===== src/rtl/dct_pkg.sv =====
// Shared definitions for the dct_2d frame sequencer.
//   BLK / PIX_W / COEF_W : block edge, pixel width, coefficient width
//   dct_coef_t           : signed coefficient as produced by dct_2d
//   rd_state_t           : read-side sequencer states
//   coef_tag_t           : position tag attached to each outgoing coefficient
//   level_shift()        : unsigned pixel -> signed (p - 128)
package dct_pkg;

  localparam int unsigned BLK       = 8;
  localparam int unsigned PIX_W     = 8;
  localparam int unsigned COEF_W    = 15;
  localparam int unsigned TAG_BLK_W = 16;

  typedef logic signed [COEF_W-1:0] dct_coef_t;

  typedef enum logic [1:0] {
    IDLE     = 2'd0,
    WAIT_RDY = 2'd1,
    ROW      = 2'd2,
    DRAIN    = 2'd3
  } rd_state_t;

  typedef struct packed {
    logic [2:0]           u;
    logic [2:0]           v;
    logic [TAG_BLK_W-1:0] blk;
    logic                 last;
  } coef_tag_t;

  // Subtracting 128 from an 8-bit unsigned value is just an MSB flip.
  function automatic logic [PIX_W-1:0] level_shift(input logic [PIX_W-1:0] p);
    return {~p[PIX_W-1], p[PIX_W-2:0]};
  endfunction

endpackage


===== src/rtl/dct_blk_addr_gen.sv =====
// Block-raster pixel address generator.
// Walks an IMG_W x IMG_H frame as 8x8 blocks in raster block order, each
// block row by row, producing y*IMG_W + x without a multiplier.
//   clk, rst     : clock, synchronous active-high reset
//   clear_i      : return all counters to the first pixel of the frame
//   step_i       : advance one pixel (column, then row, then block)
//   addr_o       : current pixel address
//   row_end_o    : current pixel is column 7 of its block row
//   frame_end_o  : current pixel is the final pixel of the frame
module dct_blk_addr_gen
  import dct_pkg::*;
#(
  parameter int IMG_W  = 16,
  parameter int IMG_H  = 8,
  parameter int ADDR_W = 16
) (
  input  logic              clk,
  input  logic              rst,
  input  logic              clear_i,
  input  logic              step_i,
  output logic [ADDR_W-1:0] addr_o,
  output logic              row_end_o,
  output logic              frame_end_o
);

  localparam int unsigned NBX  = IMG_W / BLK;
  localparam int unsigned NBY  = IMG_H / BLK;
  localparam int unsigned BX_W = (NBX > 1) ? $clog2(NBX) : 1;
  localparam int unsigned BY_W = (NBY > 1) ? $clog2(NBY) : 1;

  localparam logic [ADDR_W-1:0] ROW_STEP  = ADDR_W'(IMG_W);
  localparam logic [ADDR_W-1:0] BLK_STEP  = ADDR_W'(BLK);
  localparam logic [ADDR_W-1:0] BAND_STEP = ADDR_W'(BLK * IMG_W);

  logic [2:0]        c_q, c_d, r_q, r_d;
  logic [BX_W-1:0]   bx_q, bx_d;
  logic [BY_W-1:0]   by_q, by_d;
  logic [ADDR_W-1:0] addr_q, addr_d;
  logic [ADDR_W-1:0] row_base_q, row_base_d;
  logic [ADDR_W-1:0] blk_base_q, blk_base_d;
  logic [ADDR_W-1:0] band_base_q, band_base_d;

  logic bx_last, by_last;

  assign bx_last = (bx_q == BX_W'(NBX - 1));
  assign by_last = (by_q == BY_W'(NBY - 1));

  assign addr_o      = addr_q;
  assign row_end_o   = (c_q == 3'd7);
  assign frame_end_o = (c_q == 3'd7) && (r_q == 3'd7) && bx_last && by_last;

  // Three base registers (band, block, row) let every step be an add of a
  // constant; the address register always holds row_base + c.
  always_comb begin
    c_d         = c_q;
    r_d         = r_q;
    bx_d        = bx_q;
    by_d        = by_q;
    addr_d      = addr_q;
    row_base_d  = row_base_q;
    blk_base_d  = blk_base_q;
    band_base_d = band_base_q;
    if (clear_i) begin
      c_d         = '0;
      r_d         = '0;
      bx_d        = '0;
      by_d        = '0;
      addr_d      = '0;
      row_base_d  = '0;
      blk_base_d  = '0;
      band_base_d = '0;
    end else if (step_i) begin
      if (c_q != 3'd7) begin
        c_d    = c_q + 3'd1;
        addr_d = addr_q + ADDR_W'(1);
      end else begin
        c_d = '0;
        if (r_q != 3'd7) begin
          r_d        = r_q + 3'd1;
          row_base_d = row_base_q + ROW_STEP;
          addr_d     = row_base_q + ROW_STEP;
        end else begin
          r_d = '0;
          if (!bx_last) begin
            bx_d       = bx_q + BX_W'(1);
            blk_base_d = blk_base_q + BLK_STEP;
            row_base_d = blk_base_q + BLK_STEP;
            addr_d     = blk_base_q + BLK_STEP;
          end else begin
            bx_d = '0;
            if (!by_last) begin
              by_d        = by_q + BY_W'(1);
              band_base_d = band_base_q + BAND_STEP;
              blk_base_d  = band_base_q + BAND_STEP;
              row_base_d  = band_base_q + BAND_STEP;
              addr_d      = band_base_q + BAND_STEP;
            end else begin
              by_d        = '0;
              band_base_d = '0;
              blk_base_d  = '0;
              row_base_d  = '0;
              addr_d      = '0;
            end
          end
        end
      end
    end
  end

  always_ff @(posedge clk) begin
    if (rst) begin
      c_q         <= '0;
      r_q         <= '0;
      bx_q        <= '0;
      by_q        <= '0;
      addr_q      <= '0;
      row_base_q  <= '0;
      blk_base_q  <= '0;
      band_base_q <= '0;
    end else begin
      c_q         <= c_d;
      r_q         <= r_d;
      bx_q        <= bx_d;
      by_q        <= by_d;
      addr_q      <= addr_d;
      row_base_q  <= row_base_d;
      blk_base_q  <= blk_base_d;
      band_base_q <= band_base_d;
    end
  end

endmodule


===== src/rtl/dct_frame_ctrl.sv =====
// Frame-level sequencer for the dct_2d core.
// Reads a greyscale frame block by block from a 1-cycle-latency memory,
// level-shifts each pixel and feeds dct_2d in 8-pixel row bursts gated by
// dct_rdy_out; tags coefficients leaving the core with (blk,u,v) and pulses
// done after the last coefficient of the frame transfers.
//   clk, rst                    : clock, synchronous active-high reset
//   start / busy / done         : frame control and status
//   mem_rd, mem_addr, mem_rdata : pixel memory read port
//   dct_rdy_out, dct_ena_in, dct_in           : feed to dct_2d
//   dct_ena_out, dct_out, dct_rdy_in          : coefficients from dct_2d
//   coef_valid, coef, coef_u, coef_v, coef_blk, coef_last, coef_ready
//                               : tagged coefficient stream downstream
module dct_frame_ctrl
  import dct_pkg::*;
#(
  parameter int IMG_W  = 16,
  parameter int IMG_H  = 8,
  parameter int ADDR_W = 16,
  parameter int BLK_W  = 12
) (
  input  logic              clk,
  input  logic              rst,
  input  logic              start,
  output logic              busy,
  output logic              done,
  output logic              mem_rd,
  output logic [ADDR_W-1:0] mem_addr,
  input  logic [7:0]        mem_rdata,
  input  logic              dct_rdy_out,
  output logic              dct_ena_in,
  output logic [7:0]        dct_in,
  input  logic              dct_ena_out,
  input  logic [14:0]       dct_out,
  output logic              dct_rdy_in,
  output logic              coef_valid,
  output logic [14:0]       coef,
  output logic [2:0]        coef_u,
  output logic [2:0]        coef_v,
  output logic [BLK_W-1:0]  coef_blk,
  output logic              coef_last,
  input  logic              coef_ready
);

  localparam int unsigned NBLK = (IMG_W / BLK) * (IMG_H / BLK);

  rd_state_t        state_q, state_d;
  logic             busy_q, busy_d;
  logic             done_q, done_d;
  logic             ena_q;
  logic [2:0]       out_u_q, out_u_d, out_v_q, out_v_d;
  logic [BLK_W-1:0] out_blk_q, out_blk_d;
  coef_tag_t        tag;

  logic gen_clear, gen_step, row_end, frame_end, xfer;

  dct_blk_addr_gen #(
    .IMG_W (IMG_W),
    .IMG_H (IMG_H),
    .ADDR_W(ADDR_W)
  ) u_addr_gen (
    .clk        (clk),
    .rst        (rst),
    .clear_i    (gen_clear),
    .step_i     (gen_step),
    .addr_o     (mem_addr),
    .row_end_o  (row_end),
    .frame_end_o(frame_end)
  );

  assign xfer = dct_ena_out && coef_ready;

  always_comb begin
    tag      = '0;
    tag.u    = out_u_q;
    tag.v    = out_v_q;
    tag.blk  = TAG_BLK_W'(out_blk_q);
    tag.last = (out_blk_q == BLK_W'(NBLK - 1)) && (&out_u_q) && (&out_v_q);
  end

  // Read sequencer. Completion is driven by the output side, so the
  // last-coefficient transfer overrides whatever the read side is doing.
  always_comb begin
    state_d   = state_q;
    busy_d    = busy_q;
    done_d    = 1'b0;
    gen_clear = 1'b0;
    gen_step  = 1'b0;
    case (state_q)
      IDLE: begin
        // done_q high means this is the completion cycle: start is ignored.
        if (start && !done_q) begin
          state_d   = WAIT_RDY;
          busy_d    = 1'b1;
          gen_clear = 1'b1;
        end
      end
      WAIT_RDY: if (dct_rdy_out) state_d = ROW;
      ROW: begin
        gen_step = 1'b1;
        if (row_end) state_d = frame_end ? DRAIN : WAIT_RDY;
      end
      DRAIN: ;
      default: state_d = IDLE;
    endcase
    if (busy_q && xfer && tag.last) begin
      state_d = IDLE;
      busy_d  = 1'b0;
      done_d  = 1'b1;
    end
  end

  // dct_2d emits column-major: v runs fastest, then u, then block.
  always_comb begin
    out_u_d   = out_u_q;
    out_v_d   = out_v_q;
    out_blk_d = out_blk_q;
    if (xfer) begin
      out_v_d = out_v_q + 3'd1;
      if (&out_v_q) begin
        out_u_d = out_u_q + 3'd1;
        if (&out_u_q) out_blk_d = tag.last ? '0 : out_blk_q + BLK_W'(1);
      end
    end
  end

  always_ff @(posedge clk) begin
    if (rst) begin
      state_q   <= IDLE;
      busy_q    <= 1'b0;
      done_q    <= 1'b0;
      ena_q     <= 1'b0;
      out_u_q   <= '0;
      out_v_q   <= '0;
      out_blk_q <= '0;
    end else begin
      state_q   <= state_d;
      busy_q    <= busy_d;
      done_q    <= done_d;
      ena_q     <= mem_rd;
      out_u_q   <= out_u_d;
      out_v_q   <= out_v_d;
      out_blk_q <= out_blk_d;
    end
  end

  assign busy   = busy_q;
  assign done   = done_q;
  assign mem_rd = (state_q == ROW);

  // Read data arrives the cycle after mem_rd, aligned with the registered
  // strobe; the shifted pixel is forced to zero outside a burst.
  assign dct_ena_in = ena_q;
  assign dct_in     = ena_q ? level_shift(mem_rdata) : '0;

  assign dct_rdy_in = coef_ready;
  assign coef_valid = dct_ena_out;
  assign coef       = dct_out;
  assign coef_u     = tag.u;
  assign coef_v     = tag.v;
  assign coef_blk   = BLK_W'(tag.blk);
  assign coef_last  = tag.last;

endmodule


===== config.mk =====
export PLATFORM = sky130hd
export DESIGN_NAME = dct_frame_ctrl
export DESIGN_NICKNAME = d
export VERILOG_FILES = /design/src/rtl/dct_pkg.sv /design/src/rtl/dct_blk_addr_gen.sv /design/src/rtl/dct_frame_ctrl.sv
export SDC_FILE = /design/constraint.sdc
export NUM_CORES = 1
export LEC_CHECK = 0
export ABC_AREA = 1
export CAP_MARGIN = 5
export CORE_ASPECT_RATIO = 0.6
export CORE_MARGIN = 1
export CORE_UTILIZATION = 52
export DETAILED_ROUTE_END_ITERATION = 8
export GPL_ROUTABILITY_DRIVEN = 0
export PLACE_DENSITY = 0.81
export SETUP_SLACK_MARGIN = 0.15
export SLEW_MARGIN = 5
export SYNTH_ARGS = -nofsm -noshare
export SYNTH_HDL_FRONTEND = slang
export SYNTH_SLANG_ARGS = --single-unit

===== constraint.sdc =====
create_clock -name clk -period 1.7 [get_ports clk]
set_input_delay 0.255 -clock clk [delete_from_list [all_inputs] [get_ports clk]]
set_output_delay 0.255 -clock clk [all_outputs]
set_load 0.05 [all_outputs]

==> flow_summary.toml, run 1 <==
[final_layout]
n_antenna_cell = 0
drive_above_1_share = 0.476
area_delta_synth_final_pct = 60.1
multi_input_area_mm2 = 0.00313
seq_area_mm2 = 0.00163
fin_nets = 803
n_fill_cell = 305

[critical_path]
r2r_start = "u_addr_gen.r_q[0]$_SDFFE_PP0P_"
path_buf_inv = 3
path_max_fanout = 6
reg2reg_slack_ns = -0.24
cpPeakStageDelay_ns = 0.45
crit_family = "simple AND/OR/NAND/NOR gates"
cp_slowest_cell = "dfxtp_2"
timing.rr.end = "u_addr_gen.row_base_q[6]$_SDFFE_PP0P_"
crit_top_cell = "ha_4"
reg2regPathDepth = 11
critPathKind = "flip-flop to flip-flop"
required_ns = 2.00
cp_cell_sequence = "ha_4, ha_4, inv_4, nor2_8, nand2_8, clkinv_8, nand3b_4, o21ai_2, a21oi_1, or2_1, inv_1"
startpoint_type = "flip-flop"
endpoint_kind = "flip-flop"
crit_start = "u_addr_gen.r_q[0]$_SDFFE_PP0P_"
arrival_ns = 2.25

[logic_synthesis]
avgSynthCellArea_um2 = 6.99
syn_nets = 675
synthXorXnorAreaFrac = 0.0199
synth_fa_ha_area_frac = 0.0484
synthCells = 629
seq_area_frac_synth = 0.355
yosys_warnings = 0
postSynth.asyncResetShare = 0
synth_mux_area_frac = 0
synth_compound_area_frac = 0.130
synth_edf_count = 0
synth-seq-cells = 78
yosys.area.top_type_share = 0.355
synthesis.area_mm2 = 0.00440
synth_area_leaders = "dfxtp_1, nand2_1, inv_1"
synthSimpleGateAreaFrac = 0.322
synth.largest_area_cell = "dfxtp_1"
yosys-top-cells-count = "nand2_1, inv_1, dfxtp_1, nor2_1, a21oi_1"
synth_most_common_cell = "nand2_1"
synth_top_family_by_area = "simple AND/OR/NAND/NOR gates"
synth-main-ff-cell = "dfxtp_1"
synth_cell_type_count = 48

[grt]
grt_pass1_vias = 4415
antenna_found_initial = 0
grt_pass1_wl_mm = 21.4
grt_max_degree = 20
grt.total_usage = 0.319
gr-total-overflow = 0

[timing]
period_share = 1.14
setup_violations = 43
max_freq_ghz = 0.514
slew_violations = 0
timing.final.ws_setup_ns = -0.244
rsz0062_at_grt = "true"
min_period_ns = 1.94
hold_slack_ns = 0.474
worst_slew_pin_slew_ns = 0.415
slew_headroom = 0.721
fin_skew_ns = 0.0108
hold_violations = 0

[clock_tree]
hold_buffers = 0
clkTransAtPathRegs_ns = 0.07
cts_max_path_buffers = 2
cts_sinks = 78
cts_buffers = 9
tritoncts = "built"
ctsRootBufferMaster = "clkbuf_16"
htreeDepth = 3
insertion_delay_ns = 0.36

[power]
max-vdd-ir-drop_mv = 0.907
finalPower_mw = 4.65
power.leakage_nw = 3.04
powerDensity_mw_per_mm2 = 660

[hold_path]
hp-class = "flip-flop to flip-flop"
holdPathEnd = "u_addr_gen.blk_base_q[1]$_SDFFE_PP0P_"
hold_depth = 2
min-delay-start = "u_addr_gen.blk_base_q[1]$_SDFFE_PP0P_"

[routing]
drcViolationCount = 4
viasPerCell = 6.69
wl_per_cell_um = 24.1
initialDrtViolationCount = 1031
wl_met2_mm = 8.77
met3WireLength_mm = 3.04
vias = 5824
drt_wl_total_mm = 21.0
routed.top_layer = "met4"
firstDrtPassIters = 9
drt-met1-wl_mm = 7.26
ant_nets = 0

[status]
status = "finished with violations"
violations = "design-rule violations, negative setup slack"

[die]
die_area_mm2 = 0.00884
fp.dieW_um = 121
initial_core_util = 0.547
num_rows = 25
die_h_um = 73.2
core_mm2 = 0.00804
pin_count = 93

[placement]
place_ws_ns = -0.178
dp_hpwl_mm = 9.15
port_buffers = 62

[flow_run]
maxCapViolCount = 0
routing by layer:
metal,vias up,global-route usage
li1,2269,-
met1,2673,0.406
met2,642,0.509
met3,240,0.0938
met4,0,0.132
met5,-,0
layout by cell type, fill, tap and decap left out, drive strengths merged:
master         instances
a211oi                 2
a21boi                 1
a21o                   1
a21oi                 56
a221oi                 1
a22o                   1
a22oi                  2
a31o                   1
a31oi                  4
a41oi                  1
and2                   2
and3                   1
buf                  134
bufinv                 3
clkbuf                11
clkdlybuf4s50         13
clkinv                 2
clkinvlp               3
dfxtp                 78
ha                    17
inv                   89
nand2                137
nand3                 41
nand3b                 2
nand4                 11
nor2                  83
nor3                  13
nor3b                  4
o21ai                 30
o21bai                 3
or2                    5
xnor2                  1
xor2                   9
power by group:
group,internal (mW),total [mW],switching [mW]
Clock,1.52,2.36,0.849
Combinational,0.157,0.426,0.268
Sequential,1.83,1.86,0.0215
Total,3.51,4.65,1.14
area by class of cell:
cell class | instances | share of cell area
Sequential cell | 78 | 0.231
Inverter | 92 | 0.0528
Clock inverter | 5 | 0.0149
Multi-Input combinational cell | 429 | 0.444
Tap cell | 108 | 0.0192
Clock buffer | 11 | 0.0359
Timing Repair Buffer | 147 | 0.202
worst register-to-register path, delay by kind of cell (launching register included):
| kind | cells | cell delay, ns |
|---|---|---|
| compound gates | 2 | 0.19 |
| fa+ha+maj | 2 | 0.37 |
| buf+inv | 3 | 0.24 |
| flops | 1 | 0.45 |
| simple gates | 4 | 0.65 |
registers in the layout (all words and copies together), names as in the netlist:
name / count
u_addr_gen.addr_o: 16
u_addr_gen.blk_base_q: 16
u_addr_gen.row_base_q: 16
coef_blk: 12
coef_u: 3
coef_v: 3
u_addr_gen.c_q: 3
u_addr_gen.r_q: 3
state_q: 2
busy: 1
dct_ena_in: 1
done: 1
u_addr_gen.bx_last: 1
metrics by stage:
step / setup TNS [ns] / cell area [um^2] / instances / util
finish: -4.01 / 7040 / 870 / 0.875
global route: -4.40 / 7040 / 870 / 0.875
CTS: 0 / 6200 / 846 / 0.772
detailed placement: -1.05 / 5380 / 810 / 0.670
global placement: -0.116 / 5380 / 810 / 0.670
floorplan: 0 / 4480 / 629 / -
kinds of logic after synthesis:
group,count (synthesis)
and+or+nand+nor,298
buffers and inverters,123
AOI/OAI and AO/OA,103
DFF,78
adders and majority gates,17
xor gates and xnor gates,10
what timing repair did:
item / 4_1_cts / 5_1_grt
setup buffers: 19 / 24
cloned: 1 / 0
resized for setup: 74 / 181
endpoints found under the setup margin: 45 / 62
pin swaps: 21 / 60
worst max path at each step:
stage	to	cells past startpoint
after CTS	coef_last	6
final	u_addr_gen.row_base_q[6]$_SDFFE_PP0P_	11
after global routing	state_q[1]$_SDFFE_PP0P_	10
after global placement	coef_blk[8]$_SDFFE_PP0P_	8
after floorplan	u_addr_gen.addr_o[15]$_SDFFE_PP0N_	11
after detailed placement	coef_blk[8]$_SDFFE_PP0P_	8
Note: power is estimated with default switching activity, not from simulation.
==> inputs of run 2 (changes only) <==
- GPL_ROUTABILITY_DRIVEN: 0 -> unset
- SKIP_LAST_GASP: unset -> 1
==> run 2 against run 1 <==
  * The run still ends with design-rule violations, negative setup slack left
  * Maximum frequency is 9.8% higher
  * Worst hold slack got worse by 0.035 ns
  * Die area unchanged
  * Largest power group is now registers
  * Utilization down 5.0 points
  * Critical endpoint unchanged
==> flow_summary.toml, run 2 (synthesized netlist as in run 1, its figures left out) <==
[clock_tree]
cts_sinks = 78
tritoncts = "built"
ctsRootBufferMaster = "clkbuf_16"
cts_max_path_buffers = 2
clkTransAtPathRegs_ns = 0.06
htreeDepth = 3
hold_buffers = 0
insertion_delay_ns = 0.36
cts_buffers = 9

[critical_path]
startpoint_type = "flip-flop"
required_ns = 2.00
path_buf_inv = 2
reg2regPathDepth = 11
timing.rr.end = "u_addr_gen.row_base_q[6]$_SDFFE_PP0P_"
cpPeakStageDelay_ns = 0.37
r2r_start = "u_addr_gen.c_q[1]$_SDFFE_PP0N_"
crit_family = "simple AND/OR/NAND/NOR gates"
path_max_fanout = 7
arrival_ns = 2.07
endpoint_kind = "flip-flop"
critPathKind = "flip-flop to flip-flop"
cp_slowest_cell = "dfxtp_2"
cp_cell_sequence = "ha_4, ha_4, nand2_8, nor2_8, nand2_8, clkinv_8, nand3b_4, o21ai_4, a21oi_1, or2_1, inv_1"
reg2reg_slack_ns = -0.07

[routing]
ant_nets = 0
viasPerCell = 6.10
initialDrtViolationCount = 753
wl_per_cell_um = 20.1
drt_wl_total_mm = 17.4
vias = 5268
firstDrtPassIters = 9
drcViolationCount = 1

[placement]
place_ws_ns = -0.218
dp_hpwl_mm = 8.97
place.gp.congestion = 0.880
port_buffers = 62

[hold_path]
hold_depth = 2
min-delay-start = "u_addr_gen.blk_base_q[1]$_SDFFE_PP0P_"
holdPathEnd = "u_addr_gen.blk_base_q[1]$_SDFFE_PP0P_"
hp-class = "flip-flop to flip-flop"

[timing]
fin_skew_ns = 0.0147
period_share = 1.04
max_freq_ghz = 0.565
timing.final.ws_setup_ns = -0.0708
min_period_ns = 1.77
setup_violations = 10
slew_violations = 0
rsz0062_at_grt = "true"
worst_slew_pin_slew_ns = 0.362
slew_headroom = 0.757
hold_violations = 0

[die]
num_rows = 25
die_area_mm2 = 0.00884
fp.dieW_um = 121
die_h_um = 73.2
core_mm2 = 0.00804
pin_count = 93
initial_core_util = 0.547

[final_layout]
fin_util = 0.826
n_antenna_cell = 0
n_fill_cell = 394
multi_input_area_mm2 = 0.00290
area_delta_synth_final_pct = 51.0
seq_area_mm2 = 0.00163
drive_above_1_share = 0.418
final_common_cell = "nand2_1"
fin_nets = 797
final_cell_mix = "nand2_1, buf_4, inv_1"

[grt]
grt_pass1_vias = 4352
grt_max_degree = 20
grt_pass1_wl_mm = 21.1
grt.total_usage = 0.312
gr-total-overflow = 0
antenna_found_initial = 0

[power]
max-vdd-ir-drop_mv = 0.686
powerDensity_mw_per_mm2 = 619
power.leakage_nw = 2.86

[status]
status = "finished with violations"
violations = "design-rule violations, negative setup slack"

[flow_run]
maxCapViolCount = 0
## run 2: cell count changes in the layout (fill, tap and decap cells not counted), sizes merged
cell	previous run	this run
nor2	83	82
clkinvlp	3	1
buf	134	129
clkdlybuf4s50	13	11
dlymetal6s2s	0	2
clkbuf	11	15
clkinv	2	3
bufinv	3	0
## run 2: worst max path at each step
| stage | startpoint | end | slack, ns | cells past startpoint |
|---|---|---|---|---|
| finish | u_addr_gen.c_q[1]$_SDFFE_PP0N_ | u_addr_gen.row_base_q[6]$_SDFFE_PP0P_ | -0.07 | 11 |
| global route | coef_v[0]$_SDFFE_PP0N_ | coef_last | -0.13 | 6 |
| CTS | coef_u[1]$_SDFFE_PP0P_ | coef_last | -0.004 | 6 |
| detailed placement | dct_ena_out | coef_blk[9]$_SDFFE_PP0P_ | -0.22 | 8 |
| global placement | dct_ena_out | coef_blk[8]$_SDFFE_PP0P_ | -0.05 | 8 |
| floorplan | state_q[0]$_SDFFE_PP0P_ | u_addr_gen.addr_o[15]$_SDFFE_PP0N_ | 0.1 | 11 |
## run 2: report_power, final
| part | internal [mW] | switching, mW | total, mW | leakage (nW) |
|---|---|---|---|---|
| clock | 1.07 | 0.781 | 1.85 | 0.134 |
| combinational | 0.161 | 0.242 | 0.403 | 2.08 |
| sequential | 1.83 | 0.0227 | 1.86 | 0.649 |
| total | 3.06 | 1.05 | 4.11 | 2.86 |
## run 2: stage by stage
stage                     hold WS (ns)  power [mW]  TNS [ns]  area [um^2]  cells
final                            0.439        4.11    -0.458         6640    864
after global routing             0.461        4.20    -0.652         6640    864
after CTS                        0.428        4.01  -0.00354         6060    843
after detailed placement         0.420        2.21     -1.39         5380    809
after global placement           0.418        2.20   -0.0925         5380    809
after floorplan                  0.408        2.17         0         4480    629
## run 2: what timing repair did
| item | 4_1_cts | 5_1_grt |
|---|---|---|
| endpoints found under the setup margin | 49 | 57 |
| hold endpoints to repair | 0 | 0 |
| setup buffers | 18 | 21 |
| gates resized for setup | 67 | 120 |
| pin swaps | 16 | 56 |
## run 2: area by class of cell
cell class	count	share of cell area
clock buffer	15	0.0403
clock inverter	1	0.000754
inverter	92	0.0552
multi-input combinational	428	0.437
sequential	78	0.246
tap	108	0.0204
timing repair buffer	142	0.201
## run 2: worst register-to-register path, cell delays in order, from the launching register on
cell and delay [ns]:
dfxtp_2 0.37, ha_4 0.16, ha_4 0.17, nand2_8 0.09, nor2_8 0.18, nand2_8 0.09
clkinv_8 0.09, nand3b_4 0.13, o21ai_4 0.11, a21oi_1 0.06, or2_1 0.21, inv_1 0.05
## run 2: per-layer routing
metal / track usage / up-vias / wire [um]
li1: - / 2250 / -
met3: 0.0992 / 154 / 2170
met4: 0.107 / 0 / 1100
met1: 0.399 / 2403 / 6390
met2: 0.502 / 461 / 7690
met5: 0 / - / 0
